## config.mk

```make
export PLATFORM = sky130hd
export DESIGN_NAME = pipe_stall_ctrl_flat
export DESIGN_NICKNAME = d
export VERILOG_FILES = /design/src/rtl/pipe_stall_ctrl_pkg.sv /design/src/rtl/pipe_stall_ctrl_if.sv /design/src/rtl/pipe_stall_ctrl_lu_hazard_cmp.sv /design/src/rtl/pipe_stall_ctrl.sv /design/src/flat_wrapper.sv
export SDC_FILE = /design/constraint.sdc
export NUM_CORES = 1
export LEC_CHECK = 0
export ABC_AREA = 1
export CAP_MARGIN = 20
export CORE_ASPECT_RATIO = 1.1
export CORE_MARGIN = 10
export CORE_UTILIZATION = 47
export CTS_CLUSTER_DIAMETER = 30
export DETAILED_ROUTE_END_ITERATION = 7
export GPL_TIMING_DRIVEN = 0
export PLACE_DENSITY = 0.9
export SLEW_MARGIN = 10
export SYNTH_ARGS = -nofsm -noshare
export SYNTH_HDL_FRONTEND = slang
export SYNTH_SLANG_ARGS = --single-unit
```

## constraint.sdc

```tcl
create_clock -name clk -period 2.16 [get_ports clk]
set_clock_uncertainty 0.05 [all_clocks]
set_input_delay 0.324 -clock clk [delete_from_list [all_inputs] [get_ports clk]]
set_output_delay 0.324 -clock clk [all_outputs]
set_load 0.005 [all_outputs]
```

## src/rtl/pipe_stall_ctrl_pkg.sv

```systemverilog
// Shared encodings and default latencies for the pipeline stall/flush sequencer.
package pipe_ctrl_pkg;

  typedef enum logic [1:0] {
    IDLE        = 2'd0,
    MD_RUN      = 2'd1,
    FENCE_DRAIN = 2'd2
  } stall_state_e;

  localparam int DEF_FENCE_CYCLES = 4;
  localparam int DEF_MUL_LAT      = 3;
  localparam int DEF_DIV_LAT      = 33;

  localparam logic [4:0] REG_X0 = 5'd0;

endpackage

```

## src/rtl/pipe_stall_ctrl_if.sv

```systemverilog
// Pipeline-side signals seen by the stall sequencer; master = pipeline, slave = sequencer.
interface pipe_stall_ctrl_if;
  import pipe_ctrl_pkg::*;

  logic       de_inst_valid;
  logic [4:0] de_rs1addr;
  logic [4:0] de_rs2addr;
  logic       de_rs1_used;
  logic       de_rs2_used;
  logic       de_fence;
  logic       ex_load;
  logic       ex_wr_reg;
  logic [4:0] ex_wr_regindex;
  logic       ex_MD_OP;
  logic       ex_md_is_div;
  logic       memacc_stall;
  logic       mem2wb_exp;
  logic       mem2wb_mret;
  logic       de_stall;
  logic       exe_stall;
  logic       fence_stall;
  logic       pipe_flush;
  logic       md_busy;

  modport master (
    output de_inst_valid, de_rs1addr, de_rs2addr, de_rs1_used, de_rs2_used, de_fence,
           ex_load, ex_wr_reg, ex_wr_regindex, ex_MD_OP, ex_md_is_div,
           memacc_stall, mem2wb_exp, mem2wb_mret,
    input  de_stall, exe_stall, fence_stall, pipe_flush, md_busy
  );

  modport slave (
    input  de_inst_valid, de_rs1addr, de_rs2addr, de_rs1_used, de_rs2_used, de_fence,
           ex_load, ex_wr_reg, ex_wr_regindex, ex_MD_OP, ex_md_is_div,
           memacc_stall, mem2wb_exp, mem2wb_mret,
    output de_stall, exe_stall, fence_stall, pipe_flush, md_busy
  );

endinterface

```

## src/rtl/pipe_stall_ctrl_lu_hazard_cmp.sv

```systemverilog
// Raw load-use hit: a load in execute writes a register the decode instruction reads.
module lu_hazard_cmp
  import pipe_ctrl_pkg::*;
(
  input  logic       de_inst_valid,
  input  logic [4:0] de_rs1addr,
  input  logic [4:0] de_rs2addr,
  input  logic       de_rs1_used,
  input  logic       de_rs2_used,
  input  logic       ex_load,
  input  logic       ex_wr_reg,
  input  logic [4:0] ex_wr_regindex,
  output logic       lu_hit
);

  logic rs1_hit;
  logic rs2_hit;

  assign rs1_hit = de_rs1_used && (de_rs1addr == ex_wr_regindex);
  assign rs2_hit = de_rs2_used && (de_rs2addr == ex_wr_regindex);
  assign lu_hit  = de_inst_valid && ex_load && ex_wr_reg &&
                   (ex_wr_regindex != REG_X0) && (rs1_hit || rs2_hit);

endmodule

```

## src/rtl/pipe_stall_ctrl.sv

```systemverilog
// Stall/flush sequencer for decode->execute: load-use bubbles, mul/div and fence timing, flush.
// Optional STALL_PERF_CNT_EN adds per-stall cycle counters perf_lu_cnt/perf_md_cnt/perf_fence_cnt.
module pipe_stall_ctrl
  import pipe_ctrl_pkg::*;
#(
  parameter int FENCE_CYCLES = DEF_FENCE_CYCLES,
  parameter int MUL_LAT      = DEF_MUL_LAT,
  parameter int DIV_LAT      = DEF_DIV_LAT
) (
  input  logic              clk,
  input  logic              cpurst,
  pipe_stall_ctrl_if.slave  pif
`ifdef STALL_PERF_CNT_EN
  ,
  output logic [31:0]       perf_lu_cnt,
  output logic [31:0]       perf_md_cnt,
  output logic [31:0]       perf_fence_cnt
`endif
);

  localparam logic [5:0] MUL_LD   = 6'(MUL_LAT - 1);
  localparam logic [5:0] DIV_LD   = 6'(DIV_LAT - 1);
  localparam logic [3:0] FENCE_LD = 4'((FENCE_CYCLES > 1) ? (FENCE_CYCLES - 2) : 0);

  stall_state_e state;
  logic [5:0]   cnt;
  logic [3:0]   fcnt;

  logic       flush_req;
  logic       kill;
  logic       md_start;
  logic       fence_go;
  logic       lu_hit;
  logic       exe_stall_c;
  logic [5:0] lat_ld;

  lu_hazard_cmp u_lu_cmp (
    .de_inst_valid  (pif.de_inst_valid),
    .de_rs1addr     (pif.de_rs1addr),
    .de_rs2addr     (pif.de_rs2addr),
    .de_rs1_used    (pif.de_rs1_used),
    .de_rs2_used    (pif.de_rs2_used),
    .ex_load        (pif.ex_load),
    .ex_wr_reg      (pif.ex_wr_reg),
    .ex_wr_regindex (pif.ex_wr_regindex),
    .lu_hit         (lu_hit)
  );

  assign flush_req = pif.mem2wb_exp || pif.mem2wb_mret;
  assign kill      = cpurst || flush_req;
  assign lat_ld    = pif.ex_md_is_div ? DIV_LD : MUL_LD;

  // The MD entry cycle and the fence entry cycle stall combinationally, before state moves.
  assign md_start    = !kill && (state == IDLE) && pif.ex_MD_OP && !pif.memacc_stall;
  assign exe_stall_c = !kill && (md_start || (state == MD_RUN));
  assign fence_go    = !kill && (state == IDLE) && pif.de_fence && pif.de_inst_valid &&
                       !exe_stall_c;

  assign pif.pipe_flush  = !cpurst && flush_req;
  assign pif.exe_stall   = exe_stall_c;
  assign pif.fence_stall = !kill && (fence_go || (state == FENCE_DRAIN));
  assign pif.de_stall    = !kill && lu_hit && !exe_stall_c && !pif.memacc_stall;
  assign pif.md_busy     = (state == MD_RUN);

  always_ff @(posedge clk) begin
    if (cpurst || flush_req) begin
      state <= IDLE;
      cnt   <= '0;
      fcnt  <= '0;
    end else begin
      case (state)
        IDLE: begin
          if (md_start) begin
            if (lat_ld != 6'd0) begin
              state <= MD_RUN;
              cnt   <= lat_ld;
            end
          end else if (fence_go && (FENCE_CYCLES > 1)) begin
            state <= FENCE_DRAIN;
            fcnt  <= FENCE_LD;
          end
        end
        MD_RUN: begin
          cnt <= (cnt == 6'd0) ? 6'd0 : cnt - 6'd1;
          if (cnt <= 6'd1) state <= IDLE;
        end
        FENCE_DRAIN: begin
          if (!pif.memacc_stall) begin
            if (fcnt == 4'd0) state <= IDLE;
            else              fcnt  <= fcnt - 4'd1;
          end
        end
        default: state <= IDLE;
      endcase
    end
  end

`ifdef STALL_PERF_CNT_EN
  always_ff @(posedge clk) begin
    if (cpurst) begin
      perf_lu_cnt    <= '0;
      perf_md_cnt    <= '0;
      perf_fence_cnt <= '0;
    end else begin
      if (pif.de_stall)    perf_lu_cnt    <= perf_lu_cnt + 32'd1;
      if (pif.exe_stall)   perf_md_cnt    <= perf_md_cnt + 32'd1;
      if (pif.fence_stall) perf_fence_cnt <= perf_fence_cnt + 32'd1;
    end
  end
`endif

endmodule

```

## src/flat_wrapper.sv

```systemverilog
// flat-port wrapper written by rule: the top's interface ports become plain ports
module pipe_stall_ctrl_flat import pipe_ctrl_pkg::*;
#(
  parameter int FENCE_CYCLES = DEF_FENCE_CYCLES,
  parameter int MUL_LAT      = DEF_MUL_LAT,
  parameter int DIV_LAT      = DEF_DIV_LAT
)
  (clk, cpurst, pif_de_inst_valid, pif_de_rs1addr, pif_de_rs2addr, pif_de_rs1_used, pif_de_rs2_used, pif_de_fence, pif_ex_load, pif_ex_wr_reg, pif_ex_wr_regindex, pif_ex_MD_OP, pif_ex_md_is_div, pif_memacc_stall, pif_mem2wb_exp, pif_mem2wb_mret, pif_de_stall, pif_exe_stall, pif_fence_stall, pif_pipe_flush, pif_md_busy);
  pipe_stall_ctrl_if pif_i ();
  input  logic clk;
  input  logic cpurst;
  input wire logic [$bits(pif_i.de_inst_valid)-1:0] pif_de_inst_valid;
  input wire logic [$bits(pif_i.de_rs1addr)-1:0] pif_de_rs1addr;
  input wire logic [$bits(pif_i.de_rs2addr)-1:0] pif_de_rs2addr;
  input wire logic [$bits(pif_i.de_rs1_used)-1:0] pif_de_rs1_used;
  input wire logic [$bits(pif_i.de_rs2_used)-1:0] pif_de_rs2_used;
  input wire logic [$bits(pif_i.de_fence)-1:0] pif_de_fence;
  input wire logic [$bits(pif_i.ex_load)-1:0] pif_ex_load;
  input wire logic [$bits(pif_i.ex_wr_reg)-1:0] pif_ex_wr_reg;
  input wire logic [$bits(pif_i.ex_wr_regindex)-1:0] pif_ex_wr_regindex;
  input wire logic [$bits(pif_i.ex_MD_OP)-1:0] pif_ex_MD_OP;
  input wire logic [$bits(pif_i.ex_md_is_div)-1:0] pif_ex_md_is_div;
  input wire logic [$bits(pif_i.memacc_stall)-1:0] pif_memacc_stall;
  input wire logic [$bits(pif_i.mem2wb_exp)-1:0] pif_mem2wb_exp;
  input wire logic [$bits(pif_i.mem2wb_mret)-1:0] pif_mem2wb_mret;
  output wire logic [$bits(pif_i.de_stall)-1:0] pif_de_stall;
  output wire logic [$bits(pif_i.exe_stall)-1:0] pif_exe_stall;
  output wire logic [$bits(pif_i.fence_stall)-1:0] pif_fence_stall;
  output wire logic [$bits(pif_i.pipe_flush)-1:0] pif_pipe_flush;
  output wire logic [$bits(pif_i.md_busy)-1:0] pif_md_busy;
  assign pif_i.de_inst_valid = pif_de_inst_valid;
  assign pif_i.de_rs1addr = pif_de_rs1addr;
  assign pif_i.de_rs2addr = pif_de_rs2addr;
  assign pif_i.de_rs1_used = pif_de_rs1_used;
  assign pif_i.de_rs2_used = pif_de_rs2_used;
  assign pif_i.de_fence = pif_de_fence;
  assign pif_i.ex_load = pif_ex_load;
  assign pif_i.ex_wr_reg = pif_ex_wr_reg;
  assign pif_i.ex_wr_regindex = pif_ex_wr_regindex;
  assign pif_i.ex_MD_OP = pif_ex_MD_OP;
  assign pif_i.ex_md_is_div = pif_ex_md_is_div;
  assign pif_i.memacc_stall = pif_memacc_stall;
  assign pif_i.mem2wb_exp = pif_mem2wb_exp;
  assign pif_i.mem2wb_mret = pif_mem2wb_mret;
  assign pif_de_stall = pif_i.de_stall;
  assign pif_exe_stall = pif_i.exe_stall;
  assign pif_fence_stall = pif_i.fence_stall;
  assign pif_pipe_flush = pif_i.pipe_flush;
  assign pif_md_busy = pif_i.md_busy;
  pipe_stall_ctrl #(.FENCE_CYCLES(FENCE_CYCLES), .MUL_LAT(MUL_LAT), .DIV_LAT(DIV_LAT)) u_core (.clk(clk), .cpurst(cpurst), .pif(pif_i));
endmodule
```

# After elaboration in Yosys (flattened, before gate mapping)
# Cells that the tools add are included.
# W data, S select, Z words.
# classes
add_sub_neg,2
magnitude_cmp,1
n_eq_ne,14
muxes,17
n_reduce_logical,37
# op_table
cell,n
$mux W6,4
$logic_and A1 B1 Y1,18
$mux W4,4
$mux W2,6
$pmux W6 S2,1
$eq A5 B5 Y1,2
$ne A2 B2 Y1 const B,5
$reduce_and A5 Y1,2
$pmux W4 S2,1
$le A6 B1 Y1 const B,1
$logic_not A6 Y1,1
$ne A2 B1 Y1 const B,3
$pmux W2 S3,1
$reduce_bool A6 Y1,1
$sub A6 B1 Y6 const B,1
$logic_or A1 B1 Y1,5
$reduce_bool A5 Y1,1
$logic_not A1 Y1,4
$logic_not A4 Y1,1
$reduce_bool A2 Y1,2
$sub A4 B1 Y4 const B,1
$ne A3 B1 Y1 const B,1
$ne A3 B3 Y1 const B,1
$reduce_and A3 Y1,1
3 further kinds,3
# word_totals
reg_bits,12
output_inout_bits,5

# Longest topological paths before layout
# Gate-level depths: netlist of run 1.
# depth
word_depth,13
mapped_depth,11
ltp_nobuf,11

# By module
# Synthesis of run 1 repeated with hierarchy kept, for this count alone.
# unflattened
hier_cells,178
hier_area_um2,1053.5
# modules_own_cells
mod,n_inst,cells_per_inst,area_per_inst_um2,seq_area_each_um2
pipe_stall_ctrl,1,122,823.3,240.2
lu_hazard_cmp,1,56,230.2,0.0

# Least setup slack after synthesis of run 1
# No wires, ideal clock.
# synth_path
kind,input port to output port
startpoint,in pif_mem2wb_mret
endpoint,out pif_exe_stall
t_arrival_ns,1.077
t_required_ns,1.786
slack_ns,0.709
stages,7
n_path_buf,0
path_cell_list,nor2_2 > nand2_2 > nor2_4 > nand2_2 > nand2_2 > inv_1 > nor2_1
# synth_between
elab_chain_len,8
# synth_rtl
element,line_no,source
"start, declared",flat_wrapper.sv:25,input wire logic [$bits(pif_i.mem2wb_mret)-1:0] pif_mem2wb_mret;
$logic_or A1 B1 Y1 (*),pipe_stall_ctrl.sv:49,assign flush_req = pif.mem2wb_exp || pif.mem2wb_mret;
$logic_or A1 B1 Y1 (*),pipe_stall_ctrl.sv:50,assign kill = cpurst || flush_req;
$logic_not A1 Y1 (*),"pipe_stall_ctrl.sv:54, pipe_stall_ctrl.sv:55",
$logic_and A1 B1 Y1 (3 in a row),pipe_stall_ctrl.sv:54,assign md_start = !kill && (state == IDLE) && pif.ex_MD_OP && !pif.memacc_stall;
$logic_or A1 B1 Y1,pipe_stall_ctrl.sv:55,assign exe_stall_c = !kill && (md_start || (state == MD_RUN));
$logic_and A1 B1 Y1 (*),pipe_stall_ctrl.sv:55,
"end, declared",flat_wrapper.sv:27,output wire logic [$bits(pif_i.exe_stall)-1:0] pif_exe_stall;
# Every way passes the cells marked *; elsewhere a longest branch is shown, timed or not.

# Final worst setup path of run 1
# layout_path
startpoint,in pif_mem2wb_mret
endpoint,out pif_de_stall
# layout_between
elab_chain_len,11
word_cells_on_any_way,12
cone_classes,reduce/logical (12)
# layout_rtl
element,line_no,source
$logic_or A1 B1 Y1 (*),pipe_stall_ctrl.sv:49,
$logic_or A1 B1 Y1 (*),pipe_stall_ctrl.sv:50,
$logic_not A1 Y1 (*),"pipe_stall_ctrl.sv:54, pipe_stall_ctrl.sv:55, pipe_stall_ctrl.sv:62",
$logic_and A1 B1 Y1 (3 in a row),pipe_stall_ctrl.sv:54,
$logic_or A1 B1 Y1,pipe_stall_ctrl.sv:55,
$logic_and A1 B1 Y1,pipe_stall_ctrl.sv:55,
$logic_not A1 Y1,pipe_stall_ctrl.sv:62,assign pif.de_stall = !kill && lu_hit && !exe_stall_c && !pif.memacc_stall;
$logic_and A1 B1 Y1 (*) (2 in a row),pipe_stall_ctrl.sv:62,
"end, declared",flat_wrapper.sv:26,output wire logic [$bits(pif_i.de_stall)-1:0] pif_de_stall;
# Marks and branches as above.

==> run_results.csv, run 1 <==
group,metric,value,unit
global_route,busiest_layer,"met2",
power_and_ir_drop,power.leakage,0.633,nW
synth,yosys.area.top_type,"dfxtp_1",
placed_design,dp.cells,212,
global_route,track_usage,12.7,%
power_and_ir_drop,p_int,0.393,mW
placed_design,io_buffers,32,
placed_design,place_ws,-384,ps
setup_path,path_delay_family,"buffers and inverters",
detailed_routing,drc,0,
floorplanning,row_count,16,
sta,slew_violations,0,
setup_path,crit_arrival,1710,ps
min_path,hp-class,"reg2reg",
power_and_ir_drop,p_switching,0.124,mW
setup_path,path_cells,"clkdlybuf4s50_1 -> nor2_2 -> nand2_4 -> nor2_4 -> nand2_2 -> nand2_4 -> nor4_4 -> nand2_1 -> inv_1 -> dlygate4sd2_1",
status,status,"complete, no violations",
clock_tree,cts_buffers,3,
detailed_routing,wire_per_inst,11.6,µm
final_layout,nFillCells,150,
sta,finalSetupTns,0,ps
sta,tightest_slew,392,ps
floorplanning,die_width,62.5,µm
power_and_ir_drop,p_per_area,371,nW/µm²
clock_tree,cts_tree,"built",
detailed_routing,drt-vias-per-instance,5.05,
power_and_ir_drop,pwr-share-clk,34.8,%
synth,synthFlopType,"dfxtp_1",
setup_path,cp.buffers_inverters,3,
sta,fin_crit_sh,96.6,%
sta,final_hold_viol_count,0,
detailed_routing,wirelength,2.58,mm
setup_path,path_max_fanout,5,
synth,synth-edff-count,0,
synth,yosys_register_bits,12,
placed_design,gp_congestion,0.833,
sta,layout_min_cycle_time,2090,ps
synth,netlist_instances,153,
final_layout,instances_no_fill,222,
clock_tree,insertion_delay,270,ps
clock_tree,clock_path_buffers,2,
floorplanning,die_area,4180,µm²
synth,synth_seq_area_share,25.7,%
synth,yosys-top-cells-area,"dfxtp_1 26%, nand2_1 13%, nor2_1 9.6%",
power_and_ir_drop,pwr-share-seq,43.0,%
setup_path,required,1790,ps
sta,max_freq,0.479,GHz
floorplanning,core,1840,µm²
global_route,grtUsageMet2,26.3,%
final_layout,drive_above_1_share,12.8,%
power_and_ir_drop,vdd_drop_max,0.502,mV
final_layout,final_common_cell,"nand2_1",
sta,setup_ws,73.3,ps
setup_path,end_kind,"output pin",
clock_tree,cts_sinks,12,
power_and_ir_drop,switching_share,23.9,%
sta,setup_violations,0,
synth,synth_cell_type_count,24,
sta,rsz0062_at_grt,"yes",
final_layout,diodes,0,
floorplanning,ios,33,
setup_path,critPathSlowestCell,"clkdlybuf4s50_1",
placed_design,dp_hpwl,2.13,mm
sta,fin_hold_ws,441,ps
setup_path,cp-start-kind,"primary input",
setup_path,slowest_delay,410,ps
synth,avgSynthCellArea,6.12,µm²
synth,syn-num-nets,184,
global_route,use_met3,5.35,%
detailed_routing,drt_iter0_markers,38,
global_route,gr-total-overflow,0,
clock_tree,cts-htree-levels,1,
synth,async_reset_ff_share,0,%
clock_tree,hold_buffers,0,
sta,relSlewSlack,73.8,%
setup_path,critPathKind,"in2out",
synth,synth_area,936,µm²
power_and_ir_drop,combPwrFrac,22.1,%
global_route,grt_use_met1,11.4,%
final_layout,syn_to_final_growth,48.7,%
global_route,grt_pass1_vias,1168,
clock_tree,root_buffer,"clkbuf_4",
detailed_routing,antenna_left,0,
setup_path,critPathMostFrequentCell,"nand2_4",
floorplanning,die_h,66.8,µm
final_layout,nNetsFinal,227,
clock_tree,clk_pin_slew_worst_paths,80,ps
final_layout,mostFrequentLayoutCells,"32 x nand2_1, 29 x clkdlybuf4s50_1, 24 x nor2_1",
floorplanning,start_util,50.8,%
global_route,grt_max_degree,9,
synth,synth_top_cell_area_share,25.7,%
detailed_routing,via_count,1122,
global_route,antenna_found_initial,0,
synth,ys_warn_count,0,
detailed_routing,firstDrtPassIters,4,
run,cap_violations,0,
global_route,grt_pass1_wl,4.55,mm
## cell families after synthesis
| kind of cell | share of synthesized area, % |
|---|---|
| AO/OA/AOI/OAI | 14.0 |
| AND/OR/NAND/NOR | 42.4 |
| adder cells (fa/ha/maj) | 4.01 |
| buffers and inverters | 9.22 |
| flip-flops | 25.7 |
| XOR/XNOR | 4.68 |
## worst register-to-register path, delay by kind of cell (launching register included)
kind / cells / cell delay (ps)
AO/OA/AOI/OAI: 1 / 170
flip-flops: 1 / 310
buffers and inverters: 2 / 180
AND/OR/NAND/NOR: 5 / 550
adder cells (fa/ha/maj): 1 / 200
## power by group through the flow
stage | Clock [mW] | Sequential [mW] | Combinational [mW]
2_1_floorplan | 0 | 0.227 | 0.0419
4_1_cts | 0.189 | 0.222 | 0.114
3_3_place_gp | 0 | 0.228 | 0.102
3_5_place_dp | 0 | 0.228 | 0.107
5_1_grt | 0.202 | 0.223 | 0.125
6_report | 0.180 | 0.222 | 0.114
## area by class of cell
cell class	instances	area, µm²	area share [%]
Tap cell	27	33.8	2.43
Multi-Input combinational cell	118	637	45.8
Sequential cell	12	240	17.3
Inverter	23	86.3	6.21
Clock buffer	4	36.3	2.61
Timing Repair Buffer	38	358	25.7
## sequential cells by signal, indices dropped and copies added, names as in the netlist
| register | cells |
|---|---|
| u_core.cnt | 6 |
| u_core.state | 2 |
| u_core.fcnt | 4 |
## Yosys cell counts, drive strengths merged (2+ instances only)
master	number
a21oi	13
dfxtp	12
ha	3
inv	23
nand2	39
nand3	8
nand3b	2
nand4	4
nor2	27
nor3	2
o21ai	7
or2	2
xnor2	2
xor2	3
## metrics by stage
step	utilization [%]	power (mW)	area, µm²
after floorplan	-	0.269	936
after global placement	70.0	0.330	1290
after detailed placement	70.0	0.334	1290
after CTS	75.1	0.525	1380
after global routing	75.5	0.549	1390
final	75.5	0.517	1390
## final timing paths
kind              startpoint              to  slack, ps  cells after the start
min           u_core.fcnt[0]  u_core.fcnt[0]        440                      2
max reg2reg   u_core.fcnt[0]  u_core.fcnt[0]        600                      9
max          pif_mem2wb_mret    pif_de_stall         70                     10
min reg2reg   u_core.fcnt[0]  u_core.fcnt[0]        440                      2
## per-layer routing
| layer | wire length [µm] | up-vias | share of wire, % |
|---|---|---|---|
| met5 | 0 | - | 0 |
| met1 | 1030 | 511 | 40 |
| met4 | 11 | 0 | 0.43 |
| met2 | 1370 | 28 | 53 |
| met3 | 165 | 2 | 6.4 |
| li1 | - | 581 | - |
## what timing repair did
item / in CTS / in global routing
buffers inserted: 6 / 0
resized for setup: 6 / 4
cloned: 0 / 0
pin swaps: 4 / 1
endpoints found under the setup margin: 3 / 2
Note: power is estimated with default switching activity, not from simulation.
==> run 2, diff against run 1 <==
--- a/config.mk
+++ b/config.mk
@@ -5,15 +5,14 @@
 export SDC_FILE = /design/constraint.sdc
 export NUM_CORES = 1
 export LEC_CHECK = 0
-export ABC_AREA = 1
 export CAP_MARGIN = 20
 export CORE_ASPECT_RATIO = 1.1
 export CORE_MARGIN = 10
-export CORE_UTILIZATION = 47
+export CORE_UTILIZATION = 45
 export CTS_CLUSTER_DIAMETER = 30
 export DETAILED_ROUTE_END_ITERATION = 7
-export GPL_TIMING_DRIVEN = 0
-export PLACE_DENSITY = 0.9
+export PLACE_DENSITY = 0.89
+export SETUP_SLACK_MARGIN = 0.3
 export SLEW_MARGIN = 10
 export SYNTH_ARGS = -nofsm -noshare
 export SYNTH_HDL_FRONTEND = slang
==> run 2 against run 1 <==
Design area fell by 6.2%; clock power rose by 2%; total power rose by 1.7%; count of clock-buffer cells in the layout did not move; flip-flop and latch count did not move; synthesized area fell by 11%; worst hold slack improved by 1.0 ps; global-route usage rose by 1.1 points; core utilization fell by 2.3 points; critical path type unchanged; largest cell class unchanged; highest routed layer unchanged.
==> run_results.csv, run 2 <==
group,metric,value,unit
power_and_ir_drop,power.leakage,0.532,nW
synth,yosys-top-cells-area,"dfxtp_1 29%, xor2_1 10%, nor2_1 4.9%",
placed_design,io_buffers,32,
floorplanning,start_util,46.8,%
synth,yosys_register_bits,12,
synth,async_reset_ff_share,0,%
final_layout,instances_no_fill,166,
setup_path,crit_arrival,1490,ps
detailed_routing,via_count,933,
final_layout,largest_reg_flops,6,
floorplanning,core,1780,µm²
sta,final_hold_viol_count,0,
setup_path,critPathKind,"in2out",
detailed_routing,drt-vias-per-instance,5.62,
final_layout,final_area,1310,µm²
clock_tree,cts-htree-levels,1,
power_and_ir_drop,pwr-share-clk,35.0,%
synth,synth_top_cell_area_share,28.8,%
setup_path,cp-start-kind,"primary input",
detailed_routing,wire_per_inst,16.3,µm
final_layout,syn_to_final_growth,56.4,%
power_and_ir_drop,vdd_drop_max,0.370,mV
setup_path,end_kind,"output pin",
placed_design,gp_congestion,0.843,
setup_path,path_max_fanout,3,
sta,layout_min_cycle_time,1860,ps
power_and_ir_drop,p_per_area,403,nW/µm²
clock_tree,cts_buffers,3,
detailed_routing,drc,0,
final_layout,regMostFlops,"u_core.cnt",
synth,synthFlopType,"dfxtp_1",
floorplanning,ios,33,
synth,synth-edff-count,0,
detailed_routing,drt_iter0_markers,29,
sta,max_freq,0.537,GHz
power_and_ir_drop,p_total,0.526,mW
clock_tree,cts_sinks,12,
setup_path,required,1790,ps
global_route,grt_pass1_vias,951,
placed_design,dp.cells,162,
global_route,antenna_found_initial,0,
clock_tree,cts_tree,"built",
clock_tree,hold_buffers,0,
synth,synth_area,835,µm²
sta,slew_violations,0,
synth,yosysMostFrequentCell,"dfxtp_1",
placed_design,dp_hpwl,2.11,mm
final_layout,seq_area,245,µm²
sta,tightest_slew,490,ps
floorplanning,die_h,65.2,µm
final_layout,diodes,0,
final_layout,reg.largest.list,"u_core.cnt x6, u_core.fcnt x4, u_core.state x2",
status,status,"complete, no violations",
floorplanning,die_area,3980,µm²
synth,synth_cell_type_count,34,
final_layout,multi_input_comb_area,602,µm²
sta,fin_crit_sh,86.2,%
global_route,track_usage,13.9,%
sta,fin_hold_ws,442,ps
sta,finalSetupTns,0,ps
clock_tree,clock_path_buffers,2,
power_and_ir_drop,pwr-share-seq,42.7,%
power_and_ir_drop,switching_share,25.1,%
run,cap_violations,0,
global_route,gr-total-overflow,0,
detailed_routing,antenna_left,0,
final_layout,nNetsFinal,180,
synth,avgSynthCellArea,7.95,µm²
global_route,grt_max_degree,9,
synth,syn-num-nets,136,
clock_tree,root_buffer,"clkbuf_4",
sta,relSlewSlack,67.0,%
final_layout,nFillCells,138,
power_and_ir_drop,p_int,0.394,mW
global_route,grt_pass1_wl,4.31,mm
detailed_routing,wirelength,2.71,mm
clock_tree,insertion_delay,280,ps
min_path,hp-class,"reg2reg",
detailed_routing,firstDrtPassIters,4,
floorplanning,die_width,61.1,µm
sta,rsz0062_at_grt,"yes",
power_and_ir_drop,combPwrFrac,22.2,%
synth,ys_warn_count,0,
floorplanning,row_count,16,
final_layout,mostFrequentLayoutCells,"12 x dlygate4sd2_1, 12 x clkdlybuf4s50_1, 10 x nor2_1, 10 x xor2_1, 10 x dfxtp_1",
placed_design,post_dp_cell_area,1230,µm²
synth,yosys.area.top_type,"dfxtp_1",
final_layout,drive_above_1_share,19.6,%
synth,synth_common_cells,"12 x dfxtp_1, 11 x nor2_1, 10 x xor2_1",
power_and_ir_drop,p_switching,0.132,mW
synth,synth_seq_area_share,28.8,%
sta,setup_violations,0,
synth,netlist_instances,105,
clock_tree,clk_pin_slew_worst_paths,80,ps
[run 2: timing repair]
item | 4_1_cts | 5_1_grt
buffers inserted | 0 | 0
setup endpoints to repair | 4 | 5
endpoints found under the hold margin | 0 | 0
pin swaps | 5 | 5
gates resized for setup | 32 | 11
[run 2: kinds of logic after synthesis]
logic type / Yosys count / synth area share (%)
AND/OR/NAND/NOR: 48 / 33.1
XOR/XNOR: 13 / 13.6
flip-flops: 12 / 28.8
adder cells (fa/ha/maj): 3 / 4.50
AO/OA/AOI/OAI: 21 / 16.2
buffers and inverters: 8 / 3.75
[run 2: path summary, 6_finish.rpt]
| kind | start | endpoint | slack, ps | depth (start not counted) |
|---|---|---|---|---|
| hold / removal | u_core.cnt[4] | u_core.cnt[4] | 440 | 2 |
| setup reg to reg | u_core.fcnt[0] | u_core.fcnt[1] | 590 | 6 |
| setup / recovery | pif_ex_wr_regindex[1] | pif_de_stall | 300 | 5 |
| hold reg to reg | u_core.cnt[4] | u_core.cnt[4] | 440 | 2 |
[run 2: stage by stage]
stage / setup slack (ps) / util [%]
6_report: 297 / 73.2
5_1_grt: 250 / 73.2
4_1_cts: 281 / 71.3
3_5_place_dp: -283 / 69.2
3_3_place_gp: -218 / 69.2
2_1_floorplan: 684 / -
[run 2: area by class of cell]
| cell class | count | share of cell area (%) |
|---|---|---|
| tap | 18 | 1.73 |
| sequential | 12 | 18.8 |
| multi-input combinational | 85 | 46.1 |
| clock buffer | 4 | 2.78 |
| inverter | 7 | 2.01 |
| timing repair buffer | 40 | 28.6 |
[run 2: power by group through the flow]
| stage | registers (mW) | logic, mW | clock network [mW] |
|---|---|---|---|
| after detailed placement | 0.230 | 0.119 | 0 |
| after global routing | 0.225 | 0.128 | 0.196 |
| final | 0.225 | 0.117 | 0.184 |
| after floorplan | 0.230 | 0.0387 | 0 |
| after global placement | 0.230 | 0.116 | 0 |
| after CTS | 0.225 | 0.116 | 0.187 |
[run 2: layer usage]
layer	up-vias	GRT usage, %	routed length (µm)
met5	-	0	0
met2	20	25.2	1530
met4	0	2.86	11
met1	443	14.5	1040
li1	467	-	-
met3	3	5.38	134
[run 2: critical path, stage by stage]
cell and delay (ps):
dlygate4sd2_1 270, or4_1 540, o2111ai_2 190, a21oi_2 40, buf_2 130
